==> src/rtl/cnn_pkg.sv <==
// Shared types and helpers for the CNN accelerator layer scheduler.
package cnn_pkg;

    typedef enum logic [2:0] {
        IDLE,
        LAUNCH,
        WAIT,
        ADVANCE,
        FINISH
    } sched_state_t;

    // A single-layer build still needs a 1-bit index port.
    function automatic int unsigned idx_width(input int unsigned n);
        return (n > 1) ? $clog2(n) : 1;
    endfunction

endpackage

==> src/rtl/cnn_layer_scheduler_if.sv <==
// Host start/done pair plus engine launch/completion handshake for the layer scheduler.
interface cnn_layer_scheduler_if #(
    parameter int unsigned NUM_LAYERS = 4
);
    localparam int unsigned IDX_W = cnn_pkg::idx_width(NUM_LAYERS);

    logic             start;
    logic             layer_done;
    logic             layer_start;
    logic [IDX_W-1:0] layer_idx;
    logic             buf_sel;
    logic             busy;
    logic             done;
    logic             error;

    modport master (
        input  start,
        input  layer_done,
        output layer_start,
        output layer_idx,
        output buf_sel,
        output busy,
        output done,
        output error
    );

    modport slave (
        output start,
        output layer_done,
        input  layer_start,
        input  layer_idx,
        input  buf_sel,
        input  busy,
        input  done,
        input  error
    );

endinterface

==> src/rtl/cycle_timer.sv <==
// Loadable down-counter watchdog: clear reloads LOAD_VALUE, expired flags the last enabled cycle.
module cycle_timer #(
    parameter int unsigned LOAD_VALUE = 4096
) (
    input  logic clk,
    input  logic rst,
    input  logic clear,
    input  logic en,
    output logic expired
);
    localparam int unsigned CNT_W = $clog2(LOAD_VALUE + 1);

    logic [CNT_W-1:0] count_q;

    always_ff @(posedge clk or posedge rst) begin
        if (rst) begin
            count_q <= '0;
        end else if (clear) begin
            count_q <= CNT_W'(LOAD_VALUE);
        end else if (en && count_q != '0) begin
            count_q <= count_q - CNT_W'(1);
        end
    end

    // Fires on the LOAD_VALUE-th enabled cycle after a clear.
    assign expired = en && (count_q == CNT_W'(1));

endmodule

==> src/rtl/cnn_layer_scheduler.sv <==
// Sequences NUM_LAYERS engine passes with ping-pong bank select.
// Optional per-layer watchdog enabled by defining CNN_SCHED_TIMEOUT_EN.
module cnn_layer_scheduler
    import cnn_pkg::*;
#(
    parameter int unsigned NUM_LAYERS     = 4,
    parameter int unsigned TIMEOUT_CYCLES = 4096
) (
    input  logic                  clk,
    input  logic                  rst,
    cnn_layer_scheduler_if.master bus
);
    localparam int unsigned      IDX_W    = idx_width(NUM_LAYERS);
    localparam logic [IDX_W-1:0] LAST_IDX = IDX_W'(NUM_LAYERS - 1);

    if (NUM_LAYERS < 1 || TIMEOUT_CYCLES < 1) begin : gen_param_check
        $error("cnn_layer_scheduler: NUM_LAYERS and TIMEOUT_CYCLES must be >= 1");
    end

    sched_state_t     state_q;
    logic [IDX_W-1:0] layer_idx_q;
    logic             buf_sel_q;
    logic             layer_start_q;
    logic             busy_q;
    logic             done_q;

`ifdef CNN_SCHED_TIMEOUT_EN
    logic timer_expired;
    logic error_q;

    cycle_timer #(
        .LOAD_VALUE(TIMEOUT_CYCLES)
    ) u_timer (
        .clk    (clk),
        .rst    (rst),
        .clear  (state_q == LAUNCH),
        .en     (state_q == WAIT),
        .expired(timer_expired)
    );

    assign bus.error = error_q;
`else
    assign bus.error = 1'b0;
`endif

    always_ff @(posedge clk or posedge rst) begin
        if (rst) begin
            state_q       <= IDLE;
            layer_idx_q   <= '0;
            buf_sel_q     <= 1'b0;
            layer_start_q <= 1'b0;
            busy_q        <= 1'b0;
            done_q        <= 1'b0;
`ifdef CNN_SCHED_TIMEOUT_EN
            error_q       <= 1'b0;
`endif
        end else begin
            layer_start_q <= 1'b0;
            done_q        <= 1'b0;
            unique case (state_q)
                IDLE: begin
                    if (bus.start) begin
                        state_q       <= LAUNCH;
                        layer_start_q <= 1'b1;
                        busy_q        <= 1'b1;
`ifdef CNN_SCHED_TIMEOUT_EN
                        error_q       <= 1'b0;
`endif
                    end
                end
                LAUNCH: state_q <= WAIT;
                WAIT: begin
                    // Completion takes priority over a coincident watchdog expiry.
                    if (bus.layer_done) begin
                        state_q <= ADVANCE;
                    end
`ifdef CNN_SCHED_TIMEOUT_EN
                    else if (timer_expired) begin
                        state_q <= FINISH;
                        done_q  <= 1'b1;
                        error_q <= 1'b1;
                    end
`endif
                end
                ADVANCE: begin
                    if (layer_idx_q == LAST_IDX) begin
                        state_q <= FINISH;
                        done_q  <= 1'b1;
                    end else begin
                        state_q       <= LAUNCH;
                        layer_start_q <= 1'b1;
                        layer_idx_q   <= layer_idx_q + IDX_W'(1);
                        buf_sel_q     <= ~buf_sel_q;
                    end
                end
                FINISH: begin
                    state_q     <= IDLE;
                    busy_q      <= 1'b0;
                    layer_idx_q <= '0;
                    buf_sel_q   <= 1'b0;
                end
                default: state_q <= IDLE;
            endcase
        end
    end

    assign bus.layer_start = layer_start_q;
    assign bus.layer_idx   = layer_idx_q;
    assign bus.buf_sel     = buf_sel_q;
    assign bus.busy        = busy_q;
    assign bus.done        = done_q;

endmodule

==> src/flat_wrapper.sv <==
// flat-port wrapper written by rule: the top's interface ports become plain ports
module cnn_layer_scheduler_flat import cnn_pkg::*;
#(
    parameter int unsigned NUM_LAYERS     = 4,
    parameter int unsigned TIMEOUT_CYCLES = 4096
)
  (clk, rst, bus_start, bus_layer_done, bus_layer_start, bus_layer_idx, bus_buf_sel, bus_busy, bus_done, bus_error);
  cnn_layer_scheduler_if #(.NUM_LAYERS(NUM_LAYERS)) bus_i ();
  input  logic clk;
  input  logic rst;
  input wire logic [$bits(bus_i.start)-1:0] bus_start;
  input wire logic [$bits(bus_i.layer_done)-1:0] bus_layer_done;
  output wire logic [$bits(bus_i.layer_start)-1:0] bus_layer_start;
  output wire logic [$bits(bus_i.layer_idx)-1:0] bus_layer_idx;
  output wire logic [$bits(bus_i.buf_sel)-1:0] bus_buf_sel;
  output wire logic [$bits(bus_i.busy)-1:0] bus_busy;
  output wire logic [$bits(bus_i.done)-1:0] bus_done;
  output wire logic [$bits(bus_i.error)-1:0] bus_error;
  assign bus_i.start = bus_start;
  assign bus_i.layer_done = bus_layer_done;
  assign bus_layer_start = bus_i.layer_start;
  assign bus_layer_idx = bus_i.layer_idx;
  assign bus_buf_sel = bus_i.buf_sel;
  assign bus_busy = bus_i.busy;
  assign bus_done = bus_i.done;
  assign bus_error = bus_i.error;
  cnn_layer_scheduler #(.NUM_LAYERS(NUM_LAYERS), .TIMEOUT_CYCLES(TIMEOUT_CYCLES)) u_core (.clk(clk), .rst(rst), .bus(bus_i));
endmodule
==> config.mk <==
export PLATFORM = sky130hd
export DESIGN_NAME = cnn_layer_scheduler_flat
export DESIGN_NICKNAME = d
export VERILOG_FILES = /design/src/rtl/cnn_pkg.sv /design/src/rtl/cnn_layer_scheduler_if.sv /design/src/rtl/cycle_timer.sv /design/src/rtl/cnn_layer_scheduler.sv /design/src/flat_wrapper.sv
export SDC_FILE = /design/constraint.sdc
export NUM_CORES = 1
export LEC_CHECK = 0
export ABC_AREA = 1
export ABC_CLOCK_PERIOD_IN_PS = 1000
export CAP_MARGIN = 25
export CORE_AREA = 2 2 39 41
export DETAILED_ROUTE_END_ITERATION = 7
export DIE_AREA = 0 0 41 43
export MAX_ROUTING_LAYER = met4
export REMOVE_ABC_BUFFERS = 1
export SYNTH_ARGS = -nofsm -noshare
export SYNTH_HDL_FRONTEND = slang
export SYNTH_SLANG_ARGS = --single-unit
==> constraint.sdc <==
create_clock -name clk -period 1 [get_ports clk]
set_clock_uncertainty 0.1 [all_clocks]
set_input_delay 0.2 -clock clk [delete_from_list [all_inputs] [get_ports clk]]
set_output_delay 0.2 -clock clk [all_outputs]
set_load 0.02 [all_outputs]
## Yosys cells after proc, flatten, opt, wreduce, memory -nomap -nowiden

Cells that the tools add are included.

| word-level totals | value |
|---|---|
| bits of input ports | 4 |
| output and inout bits | 7 |
| flip-flop bits (word level) | 9 |
| logic and storage cells | 37 |

| cells by class | value |
|---|---|
| add/sub/neg operators | 1 |
| mux-type cells | 15 |
| bitwise gates (word level) | 1 |
| reduce and logical (&&, ||, !) cells | 6 |
| eq/ne operators | 8 |

Operators with widths:

| operator | number |
|---|---|
| $pmux W3 S4 | 1 |
| $mux W3 | 3 |
| $eq A3 B2 Y1 const B | 2 |
| $mux W1 | 6 |
| $ne A2 B2 Y1 const B | 3 |
| $pmux W1 S2 | 3 |
| $reduce_and A2 Y1 | 3 |
| $pmux W2 S2 | 1 |
| $reduce_bool A2 Y1 | 2 |
| $eq A3 B1 Y1 const B | 1 |
| $eq A3 B3 Y1 const B | 1 |
| $logic_not A3 Y1 | 1 |
| $add A2 B1 Y2 const B | 1 |
| $eq A2 B2 Y1 const B | 1 |
| $mux W2 | 1 |
| $not A1 Y1 | 1 |

## Depth between registers and ports, before layout

Gate-level depths: netlist of the first run.

| logic depth | value |
|---|---|
| depth after elaboration | 3 |
| mapped depth | 5 |
| depth with buffers taken out | 5 |

## Worst setup path after synthesis of the first run

No wires, ideal clock.

| timing | value |
|---|---|
| path kind | reg-to-reg |
| from | reg u_core.layer_idx_q[0] (netlist: u_core.bus.layer_idx[0]) |
| to | reg u_core.layer_idx_q[0] (netlist: u_core.bus.layer_idx[0]) |
| arrival | 1.013 ns |
| library setup time | 0.118 ns |
| clock period less this slack | 1.231 ns |
| data required time | 0.782 ns |
| path slack | -0.231 ns |
| cell stages (with the launch flop) | 6 |
| path buffers | 0 |
| cells stage by stage | dfrtp_1 > ha_1 > inv_1 > nand2_2 > nand3_1 > nand2_1 |

| on the way | value |
|---|---|
| cells in the longest elaborated chain, start to end | 3 |
| elaborated cells on any way between the ends | 6 |
| classes of those cells | 1 x add/sub; 2 x eq/ne; 2 x mux; 1 x reduce/logical |

Ends and longest elaborated chain:

| what | line | text |
|---|---|---|
| start, declared | cnn_layer_scheduler.sv:21 | `logic [IDX_W-1:0] layer_idx_q;` |
| start signal, assigned | cnn_layer_scheduler.sv:92 | `layer_idx_q <= layer_idx_q + IDX_W'(1);` |
| $add A2 B1 Y2 / $eq A2 B2 Y1 (equally long branches) | cnn_layer_scheduler.sv:92, cnn_layer_scheduler.sv:86 |  |
| $mux W2 / $ne A2 B2 Y1 (equally long branches) | -- |  |
| $pmux W2 S2 / $reduce_and A2 Y1 (equally long branches) | -- |  |

Several ways; a longest one is shown, not always the timed one. The select of a mux whose other input is x is not followed.
A chain may end at the register's enable or synchronous reset.

## Worst setup path in the final report of the first run

| timing | value |
|---|---|
| from | reg u_core.layer_idx_q[1] (netlist: u_core.bus.layer_idx[1]) |
| to | out bus_layer_idx[1] |

RTL lines:

| what | line | text |
|---|---|---|
| end, declared | flat_wrapper.sv:14 | `output wire logic [$bits(bus_i.layer_idx)-1:0] bus_layer_idx;` |

No word-level cell between the ends.

==> impl_metrics.toml, run 1 <==
[status]
status = "complete, but fails checks"
failed_checks = "setup timing"

[finish]
finish.net_count = 77
fin_util_pct = 52.2
areaGrowthSynthToFinish_pct = 74.8
antenna_cells = 0
fillCellCount = 135
drive_above_1_share_pct = 52.1
stdcell_count = 87
finalInstanceArea_um2 = 722

[clock_network]
htreeDepth = 1
cts.sinks = 9
cts_made_buffers = 3
hold_buffers = 0
clkLatencyLatePin_ns = 0.25
tritoncts = "yes"
clock_path_buffers = 2
path_clk_slew_ns = 0.06
cts-root-buf = "clkbuf_4"

[timing]
max_freq_mhz = 912
slew_violations = 0
fin_crit_sh_pct = 110
setup_viol = 13
rsz0062_at_grt = "yes"
finalHoldViolations = 0
finalCriticalPeriod_ns = 1.10
layout_setup_ws_ns = -0.0965

[detailed_routing]
dr.pass1.iters = 2
drtIter0Drc = 2
drc = 0
viasPerCell = 4.55
routed_wl_um = 856
ant_nets = 0
vias = 396
wl_per_cell_um = 9.84

[power_and_ir_drop]
total_power_w = 0.00222
power.leakage_nw = 0.352
p_per_area_nw_per_um2 = 3070
ir_drop_v = 0.00109

[yosys]
yosysSeqAreaShare_pct = 54.5
ys_types = 14
netlist_area_um2 = 413
ys_ff_latch = 9
syn_area_per_cell_um2 = 8.79
synth_cells = 47
ys_warn_count = 0

[die]
dieArea_um2 = 1760
die_y_um = 43
die_w_um = 41
start_util_pct = 29.8
ios = 11
coreArea_um2 = 1380
num_rows = 14

[job]
maxCapViolCount = 0

[grt]
grt_usage_pct = 13.7
busiest_layer = "met2"
grtUsageMet1_pct = 15.2
antenna_found_initial = 0
gr-usage-met2_pct = 20.3
grt_max_degree = 10
gr-total-overflow = 0
grt_pass1_wl_um = 1570
use_met3_pct = 4.71
grt_pass1_vias = 403

[critical_path]
r2r_start = "u_core.state_q[0]$_DFFE_PP0P_"
r2r_setup_slack_ns = -0.09
path_cells = "buf_6"
arrival_ns = 0.80
cpMaxStageDelayCell = "dfrtp_1"
crit_family = "flip-flops"
cp_max_fo = 3
worstSetupStartpoint = "u_core.bus.layer_idx[1]$_DFFE_PP0P_"
cp-endpoint = "bus_layer_idx[1]"
start_kind = "flip-flop"
critPathKind = "flip-flop to primary output"
reg2reg_to = "u_core.bus.layer_idx[0]$_DFFE_PP0P_"
path_buf_inv = 1
required_ns = 0.70
slowest_delay_ns = 0.40
cp.depth = 1
worstSetupEndpointType = "primary output"
r2r_cells = 5

[placement]
dpl.cell_count = 81
place_area_um2 = 603
hpwl_um = 604
dp_slack_ns = -0.270
gp_congestion = 0.766
io_buffers = 9

[hold_path]
hold_path.class = "input port to asynchronous set/reset pin"
==> worst min-delay path by stage <==
stage / start / end / slack, ns / cells past startpoint
after global placement: u_core.bus.busy$_DFFE_PP0P_ / u_core.bus.busy$_DFFE_PP0P_ / 0.36 / 2
after global routing: rst / u_core.bus.buf_sel$_DFFE_PP0P_ / 0.15 / 3
after CTS: rst / u_core.bus.done$_DFF_PP0_ / 0.15 / 3
after detailed placement: u_core.bus.busy$_DFFE_PP0P_ / u_core.bus.busy$_DFFE_PP0P_ / 0.37 / 2
final: rst / u_core.bus.buf_sel$_DFFE_PP0P_ / 0.14 / 3
after floorplan: rst / u_core.bus.buf_sel$_DFFE_PP0P_ / -0.07 / 1
==> layout make-up <==
cell class / instances / area [µm²] / area share, %
Multi-Input combinational cell: 31 / 215 / 29.8
Sequential cell: 9 / 228 / 31.5
Timing Repair Buffer: 21 / 208 / 28.8
Clock buffer: 4 / 26.3 / 3.64
Tap cell: 16 / 20.0 / 2.77
Inverter: 6 / 25.0 / 3.47
==> registers in the layout, summed over array words and instances, names as in the netlist <==
name / cells
u_core.state_q: 3
u_core.bus.layer_idx: 2
u_core.bus.buf_sel: 1
u_core.bus.layer_start: 1
u_core.bus.done: 1
u_core.bus.busy: 1
==> layout by cell type, fill, tap and decap left out, drive strengths merged <==
cell type | Yosys | final
dfrtp | 9 | 9
nand2 | 10 | 10
conb | 1 | 1
nand3 | 7 | 7
buf | 1 | 18
nor2 | 6 | 6
nor3 | 2 | 2
nand3b | 2 | 2
o21a | 1 | 1
ha | 1 | 1
clkdlybuf4s50 | 0 | 3
clkbuf | 0 | 4
a31oi | 1 | 1
inv | 6 | 6
==> Yosys cell counts <==
| cell type | count | area share (%) |
|---|---|---|
| a31oi_1 | 1 | 1.5 |
| buf_4 | 1 | 1.8 |
| conb_1 | 1 | 0.91 |
| dfrtp_1 | 9 | 55 |
| ha_1 | 1 | 3.0 |
| inv_1 | 6 | 5.5 |
| nand2_1 | 8 | 7.3 |
| nand2_2 | 2 | 3.0 |
| nand3_1 | 7 | 8.5 |
| nand3b_1 | 2 | 3.6 |
| nor2_1 | 5 | 4.5 |
| nor2_2 | 1 | 1.5 |
| nor3_1 | 2 | 2.4 |
| o21a_1 | 1 | 1.8 |
==> power breakdown <==
part	leakage [nW]	internal (W)	switching, W	total (W)
Sequential	0.107	0.000522	0.000159	0.000681
Combinational	0.229	0.000692	0.000573	0.00127
Clock	0.0150	0.000153	0.000117	0.000270
==> logic make-up (layout without fill, tap and decap cells) <==
family                     Yosys count  after routing  synth area share (%)
other                                1              1                 0.908
adders and majority gates            1              1                  3.03
buffers and inverters                7             31                  7.27
and+or+nand+nor                     27             27                  30.9
DFF                                  9              9                  54.5
AOI/OAI and AO/OA                    2              2                  3.33
==> stage by stage <==
stage | setup TNS, ns | hold WS (ns)
global placement | -2.23 | 0.359
CTS | -0.951 | 0.148
finish | -0.912 | 0.143
detailed placement | -2.34 | 0.374
floorplan | -1.20 | -0.0721
global route | -1.66 | 0.154
==> layer usage <==
layer / share of wire (%) / up-vias / wire length, µm
met2: 52 / 9 / 442
met1: 42 / 189 / 361
met3: 4.3 / 2 / 37
li1: - / 196 / -
met4: 1.6 / 0 / 14
met5: 0 / - / 0
==> what timing repair did <==
item / CTS / global route
pin swaps: 9 / 5
setup buffers: 1 / 1
resized for setup: 49 / 7
setup endpoints to repair: 14 / 14
Power figures use the tool's default switching activity.
==> run 2, diff against run 1 <==
- DONT_BUFFER_PORTS: unset -> 1
==> run 2 against run 1 <==
The flow still finishes with violations (setup timing). Global-route usage shrank 0.39 points. Critical path depth is the same. Routed wire length decreased by 3.7%. Combinational power shrank 18%. Cell count shrank 13%. Flip-flop and latch count unchanged. Count of clock-buffer cells in the layout did not move. Die area unchanged. Largest cell class unchanged.
==> impl_metrics.toml, run 2 (synthesis gave the netlist of run 1 again) <==
[status]
status = "complete, but fails checks"
failed_checks = "setup timing"

[placement]
place_area_um2 = 478
io_buffers = 0
gp_congestion = 0.714
dpl.cell_count = 69
hpwl_um = 556

[finish]
multi_input_area_um2 = 225
antenna_cells = 0
layout_common_cells = "6 x buf_6, 6 x dfrtp_2, 5 x nand2_1"
areaGrowthSynthToFinish_pct = 53.0
finish.net_count = 66
seq_area_um2 = 233
finalInstanceArea_um2 = 632
max_flop_register = "u_core.state_q"
largest_reg_flops = 3
drive_above_1_share_pct = 55.0
fillCellCount = 136
stdcell_count = 76

[grt]
grt_max_degree = 10
grt_pass1_vias = 347
gr-total-overflow = 0
grt_usage_pct = 13.3
antenna_found_initial = 0
grt_pass1_wl_um = 1460

[timing]
finalCriticalPeriod_ns = 1.10
fin_crit_sh_pct = 110
max_freq_mhz = 910
slew_violations = 0
layout_setup_ws_ns = -0.0990
setup_viol = 12
finalHoldViolations = 0
rsz0062_at_grt = "yes"

[power_and_ir_drop]
power.leakage_nw = 0.302
p_per_area_nw_per_um2 = 3260
ir_drop_v = 0.000799
total_power_w = 0.00206

[critical_path]
required_ns = 0.70
worstSetupEndpointType = "primary output"
crit_family = "flip-flops"
start_kind = "flip-flop"
slowest_delay_ns = 0.39
cp_max_fo = 2
critPathKind = "flip-flop to primary output"
cpMaxStageDelayCell = "dfrtp_1"
path_buf_inv = 1
path_cells = "buf_6"
arrival_ns = 0.80

[clock_network]
clock_path_buffers = 2
htreeDepth = 1
path_clk_slew_ns = 0.06
cts-root-buf = "clkbuf_4"
cts.sinks = 9
clkLatencyLatePin_ns = 0.26
cts_made_buffers = 3
tritoncts = "yes"

[detailed_routing]
vias = 356
ant_nets = 0
dr.pass1.iters = 4
wl_per_cell_um = 10.8
viasPerCell = 4.68
routed_wl_um = 824
drtIter0Drc = 2
drc = 0

[die]
num_rows = 14
ios = 11
coreArea_um2 = 1380
dieArea_um2 = 1760
start_util_pct = 29.8
die_y_um = 43
die_w_um = 41

[job]
maxCapViolCount = 0

[hold_path]
hold_path.class = "input port to flip-flop"
-- run 2: timing repair --
action,4_1_cts,5_1_grt
buffers inserted,1,0
pin swaps,7,7
resized for setup,17,14
endpoints found under the hold margin,11,0
hold buffers,2,0
endpoints found under the setup margin,14,15
gates cloned,0,0
-- run 2: cell type report --
cell class	instances	area share, %
Tap cell	16	3.17
Inverter	6	3.96
Clock buffer	4	4.16
Sequential cell	9	36.8
Timing Repair Buffer	10	16.2
Multi-Input combinational cell	31	35.6
-- run 2: tightest hold or removal path, stage by stage --
cell and delay, ns:
inv_1 0.03, nand3_1 0.07, nand3_1 0.07, nor2_1 0.04
-- run 2: path summary, 6_finish.rpt --
check                                                          from                                  end  slack, ns  depth (start not counted)
worst min-delay path                                      bus_start        u_core.state_q[0]$_DFFE_PP0P_       0.08                          4
worst max register to register  u_core.bus.layer_idx[1]$_DFFE_PP0P_        u_core.state_q[0]$_DFFE_PP0P_      -0.08                          4
worst max-delay path            u_core.bus.layer_idx[1]$_DFFE_PP0P_                     bus_layer_idx[1]       -0.1                          1
min in group asynchronous                                       rst  u_core.bus.layer_idx[0]$_DFFE_PP0P_       0.24                          2
worst min register to register          u_core.bus.busy$_DFFE_PP0P_          u_core.bus.busy$_DFFE_PP0P_       0.47                          2
max in group asynchronous                                       rst        u_core.state_q[2]$_DFFE_PP0P_       0.28                          2
-- run 2: where the power goes --
group	internal (W)	leakage [nW]	total, W	switching, W
sequential	0.000534	0.103	0.000735	0.000201
combinational	0.000518	0.184	0.00104	0.000523
clock	0.000154	0.0150	0.000285	0.000131
-- run 2: metrics by stage --
stage,utilization [%],hold WS (ns),worst slack [ns],TNS [ns]
after floorplan,-,-0.0721,-0.231,-1.20
after global placement,34.5,-0.0306,-0.169,-0.998
after detailed placement,34.5,-0.0274,-0.166,-1.02
after CTS,42.6,0.0768,-0.103,-0.719
after global routing,45.7,0.113,-0.143,-1.34
final,45.7,0.0808,-0.0990,-0.691
-- run 2: per-layer routing --
metal / vias to the layer above / track usage [%] / part of all wire, %
li1: 176 / - / -
met1: 167 / 15.3 / 39
met2: 9 / 17.5 / 54
met3: 4 / 4.19 / 3.6
met4: 0 / 12.0 / 3.3
met5: - / - / 0
==> run 3, diff against run 2 <==
- CAP_MARGIN: 25 -> unset
==> results of run 3 <==
The final DEF is identical to that of run 2; final timing and power are the same.
